[src/rtl/acc24_frame_ctrl.sv]
// Frame accumulator around an external 24-bit adder: 2-stage operand pipeline, saturating counts.
// Optional sticky sx check is built only when SX_CHECK_EN is defined.
module acc24_frame_ctrl #(
  parameter int unsigned CNT_W = 5
) (
  input  logic             clk_i,
  input  logic             rst_ni,
  input  logic             in_valid_i,
  output logic             in_ready_o,
  input  logic [23:0]      in_data_i,
  input  logic             in_sub_i,
  input  logic             in_last_i,
  output logic [23:0]      add_a_o,
  output logic [23:0]      add_b_o,
  output logic             add_c0_o,
  input  logic [23:0]      add_s_i,
  input  logic             add_c24_i,
  input  logic             add_sx_i,
  output logic             out_valid_o,
  input  logic             out_ready_i,
  output logic [23:0]      out_sum_o,
  output logic [CNT_W-1:0] out_len_o,
  output logic [CNT_W-1:0] out_ovf_o,
  output logic             sx_err_o
);

  localparam logic [CNT_W-1:0] CntMax = {CNT_W{1'b1}};
  localparam logic [CNT_W-1:0] CntOne = {{(CNT_W-1){1'b0}}, 1'b1};

  typedef enum logic [1:0] {StIdle, StRun, StDrain, StDone} state_e;

  state_e           state_q;
  logic [23:0]      acc_q;
  logic [23:0]      op_q;
  logic             sub_q;
  logic             last_q;
  logic             op_v_q;
  logic [CNT_W-1:0] len_q, len_d;
  logic [CNT_W-1:0] ovf_q, ovf_d;
  logic             out_valid_q;
  logic             accept;
  logic             ovf_event;
  logic             frame_clr;

  assign in_ready_o = (state_q == StIdle) || (state_q == StRun);
  assign accept     = in_valid_i && in_ready_o;
  // Carry-out on add, missing carry (borrow) on subtract.
  assign ovf_event  = add_c24_i ^ sub_q;
  assign frame_clr  = (state_q == StDone) && out_ready_i;

  assign add_a_o  = acc_q;
  assign add_b_o  = op_q ^ {24{sub_q}};
  assign add_c0_o = sub_q;

  always_comb begin
    len_d = len_q;
    ovf_d = ovf_q;
    if (op_v_q) begin
      if (len_q != CntMax) len_d = len_q + CntOne;
      if (ovf_event && (ovf_q != CntMax)) ovf_d = ovf_q + CntOne;
    end
  end

  always_ff @(posedge clk_i) begin
    if (!rst_ni) begin
      state_q     <= StIdle;
      acc_q       <= '0;
      op_q        <= '0;
      sub_q       <= 1'b0;
      last_q      <= 1'b0;
      op_v_q      <= 1'b0;
      len_q       <= '0;
      ovf_q       <= '0;
      out_valid_q <= 1'b0;
    end else begin
      op_v_q <= accept;
      if (accept) begin
        op_q   <= in_data_i;
        sub_q  <= in_sub_i;
        last_q <= in_last_i;
      end
      if (op_v_q) acc_q <= add_s_i;
      len_q <= len_d;
      ovf_q <= ovf_d;

      unique case (state_q)
        StIdle: begin
          if (accept) state_q <= in_last_i ? StDrain : StRun;
        end
        StRun: begin
          if (accept && in_last_i) state_q <= StDrain;
        end
        StDrain: begin
          if (op_v_q && last_q) begin
            state_q     <= StDone;
            out_valid_q <= 1'b1;
          end
        end
        StDone: begin
          if (out_ready_i) begin
            state_q     <= StIdle;
            out_valid_q <= 1'b0;
            acc_q       <= '0;
            len_q       <= '0;
            ovf_q       <= '0;
          end
        end
        default: state_q <= StIdle;
      endcase
    end
  end

  assign out_valid_o = out_valid_q;
  assign out_sum_o   = acc_q;
  assign out_len_o   = len_q;
  assign out_ovf_o   = ovf_q;

`ifdef SX_CHECK_EN
  logic sx_err_q;

  always_ff @(posedge clk_i) begin
    if (!rst_ni || frame_clr) begin
      sx_err_q <= 1'b0;
    end else if (op_v_q && add_sx_i) begin
      sx_err_q <= 1'b1;
    end
  end

  assign sx_err_o = sx_err_q;
`else
  logic unused_sx;
  logic unused_clr;

  assign unused_sx  = add_sx_i;
  assign unused_clr = frame_clr;
  assign sx_err_o   = 1'b0;
`endif

endmodule
[config.mk]
export PLATFORM = sky130hd
export DESIGN_NAME = acc24_frame_ctrl
export DESIGN_NICKNAME = d
export VERILOG_FILES = /design/src/rtl/acc24_frame_ctrl.sv
export SDC_FILE = /design/constraint.sdc
export NUM_CORES = 1
export LEC_CHECK = 0
export ABC_AREA = 1
export CAP_MARGIN = 25
export CORE_MARGIN = 1
export CORE_UTILIZATION = 41
export DETAILED_ROUTE_END_ITERATION = 16
export PLACE_DENSITY = 0.81
export SKIP_CTS_REPAIR_TIMING = 1
export SLEW_MARGIN = 15
export SYNTH_ARGS = -nofsm -noshare
export SYNTH_HDL_FRONTEND = slang
export SYNTH_SLANG_ARGS = --single-unit
export TNS_END_PERCENT = 10
[constraint.sdc]
create_clock -name clk_i -period 2 [get_ports clk_i]
set_clock_uncertainty 0.1 [all_clocks]
set_input_delay 0.3 -clock clk_i [delete_from_list [all_inputs] [get_ports clk_i]]
set_output_delay 0.3 -clock clk_i [all_outputs]
set_load 0.02 [all_outputs]
==> out/qor.txt <==
I/O pin cnt -> 142
Initial Util -> 42.7%
number of max-cap violations -> 0
pin count of the biggest net entering global routing -> 30
RD Place Congestion -> 0.723
Post-synth EDFFs -> 0
Synth Flop Type -> dfxtp_1
clock-pin transition on the worst setup and hold timing paths -> 70 ps
# fillers -> 584
Root Buffer -> clkbuf_8
DR iter-0 viols -> 94
number of global-route vias before repair -> 2637
CTS Buffer Depth -> 2
WL final -> 7.27 mm
Synth area leader -> dfxtp_1
total negative setup slack -> 0 ps
CTS Buf Count -> 9
R2R Setup Slk -> 270 ps
Inst Count DP -> 576
first-pass GRT wire length -> 11.6 mm
#FFs+latches synth -> 64
number of vias in the routed layout -> 2795
footprint of the multi-input gates -> 1260 sq um
WS Path Type -> register to primary output
unrepaired setup endpoints after global routing -> no
hold depth -> 2
Die H -> 86.4 um
Internal -> 3230 uW
type of the most critical hold path -> register to register
row count -> 30
PortBufs -> 139
die width -> 86.4 um
syn_nets -> 440
final core occ -> 64.9%
clk_lat worst skew -> 320 ps
Crit path largest cell delay -> 610 ps
synthesis-to-finish area growth -> 52.0%
share of layout cells above drive strength 1 -> 5.85%
CP startpoint kind -> register
Power Dens Cells -> 1190 nW/um^2
Post-DRT Antenna Nets -> 0
flip-flop and latch area -> 1280 sq um
WL/cell -> 12.3 um
FF-to-FF End -> op_q[21]
Final Non-Filler Cells -> 592
synthesized instance count -> 377
worst flop-to-flop path startpoint -> state_q[0]
CP cell instances -> buf_4 -> clkdlybuf4s50_1
Crit path arrival time -> 1460 ps
post-synthesis sequential area ratio -> 43.9%
Max FO, Critical Path -> 4
Worst Hold End -> out_valid_o
Nets -> 554
H-tree lvl count -> 3
total grt overflow -> 0
Final Hold Fails -> 0
number of vias per cell -> 4.72
VDD IR max -> 0.793 mV
Clock Power Share -> 19.9%
hold path start -> out_valid_o
top-area cell type share of the netlist area -> 43.9%
Leak -> 0.00210 uW
synth top area cells -> dfxtp_1 (44%), nand2_1 (9.0%), nor2_1 (8.7%)
cell with the most instances after synthesis -> nand2_1
endpoints failing setup -> 0
logic gate share of total power -> 47.5%
initial antenna violation count -> 0
Max stage delay cell, worst path -> clkdlybuf4s50_1
antenna cells -> 0
DRC viols -> 0
Pins Over Slew Limit -> 0
Synth async-reset ratio -> 0%
Final Critical Period -> 1860 ps
Net Sw Power -> 2030 uW
R2R depth -> 8
Max Clock Freq -> 0.539 GHz
Worst setup EP type -> primary output
CTS sink count -> 64
sequential power share -> 32.6%
DP Wirelength -> 5.43 mm
Mapped Area -> 2920 sq um
Sw Ratio -> 38.6%
die footprint -> 7460 sq um
WP data required -> 1600 ps
CTS tree -> built
Commonest cells post-synth -> nand2_1 (70), nor2_1 (68), dfxtp_1 (64)
Synth warnings -> 0
Final Cycle Share -> 92.8%
Cell variety after synth -> 23
Mean Syn Cell Area -> 7.74 sq um
DR pass1 iterations -> 4
All-Layer GR Usage -> 19.6%
Core ar. -> 6830 sq um
status -> complete, no violations
## area by class of cell
type / count / area share, %
Timing Repair Buffer: 146 / 34.2
Clock inverter: 6 / 1.35
Clock buffer: 10 / 2.88
Multi-Input combinational cell: 252 / 28.3
Tap cell: 96 / 2.71
Sequential cell: 64 / 28.9
Inverter: 18 / 1.64
## metal layers
| layer | GRT usage (%) | part of all wire [%] | vias to the layer above |
|---|---|---|---|
| met5 | 0 | 0 | - |
| met4 | 7.12 | 1.4 | 0 |
| met3 | 5.90 | 6.5 | 8 |
| li1 | - | - | 1397 |
| met2 | 37.8 | 52 | 90 |
| met1 | 19.8 | 40 | 1300 |
## through the flow
stage	hold slack, ps	cell area [sq um]	setup slack, ps	power, uW
final	371	4440	145	5260
after global routing	392	4440	91.6	5580
after CTS	370	4370	-165	5380
after detailed placement	359	4190	196	4310
after global placement	350	4190	213	4250
after floorplan	338	2920	340	3270
## worst max-delay path, delay by kind of cell (launching register included)
family	cells	cell delay, ps
flip-flops	1	380
buffers and inverters	2	760
## how the worst max path moves through the flow
stage              from           to  slack, ps  depth (start not counted)
2_1_floorplan  add_c0_o  add_b_o[10]        340                          3
3_3_place_gp   add_c0_o  add_b_o[20]        210                          3
3_5_place_dp   add_c0_o  add_b_o[17]        200                          3
4_1_cts        add_c0_o  add_b_o[17]       -170                          3
5_1_grt        add_c0_o     add_c0_o         90                          2
6_report       add_c0_o     add_c0_o        140                          2
## power by group through the flow
| stage | clock (uW) | combinational [uW] | sequential (uW) |
|---|---|---|---|
| after detailed placement | 0 | 2570 | 1740 |
| after CTS | 1080 | 2580 | 1720 |
| final | 1040 | 2500 | 1720 |
| after global routing | 1130 | 2700 | 1750 |
| after global placement | 0 | 2520 | 1730 |
| after floorplan | 0 | 1450 | 1820 |
## cell usage in the layout (no fill, tap or decap)
cell type / count
nand4_1: 2
inv_1: 15
nand3_1: 6
inv_2: 2
o21ai_0: 31
a211oi_1: 1
clkinvlp_4: 2
conb_1: 1
xor2_1: 26
dfxtp_1: 64
dlymetal6s2s_1: 25
o21ai_1: 1
ha_1: 7
clkbuf_8: 9
buf_4: 6
nor2_1: 68
clkbuf_1: 1
a21oi_1: 34
buf_12: 1
clkinv_2: 3
clkdlybuf4s50_1: 114
nor2_2: 1
clkinv_4: 1
a21boi_0: 1
bufinv_16: 1
nand4_2: 1
nand2_2: 2
nand2_1: 70
## cells by family (layout without fill, tap and decap cells)
family                     Yosys count  after routing  synth area share (%)
and+or+nand+nor                    150            150                  20.3
adders and majority gates            7              7                  3.00
AOI/OAI and AO/OA                   68             68                  11.8
buffers and inverters               61            180                  13.1
xor gates and xnor gates            26             26                  7.80
DFF                                 64             64                  43.9
other                                1              1                 0.128
## state kept, by name (all words and copies together), names as in the netlist
signal and flops:
add_a_o 24, op_q 24, out_ovf_o 5, state_q 2
out_valid_o 1, add_c0_o 1, out_len_o 5, last_q 1
op_v_q 1
No activity file was read; power rests on OpenSTA's default activity.
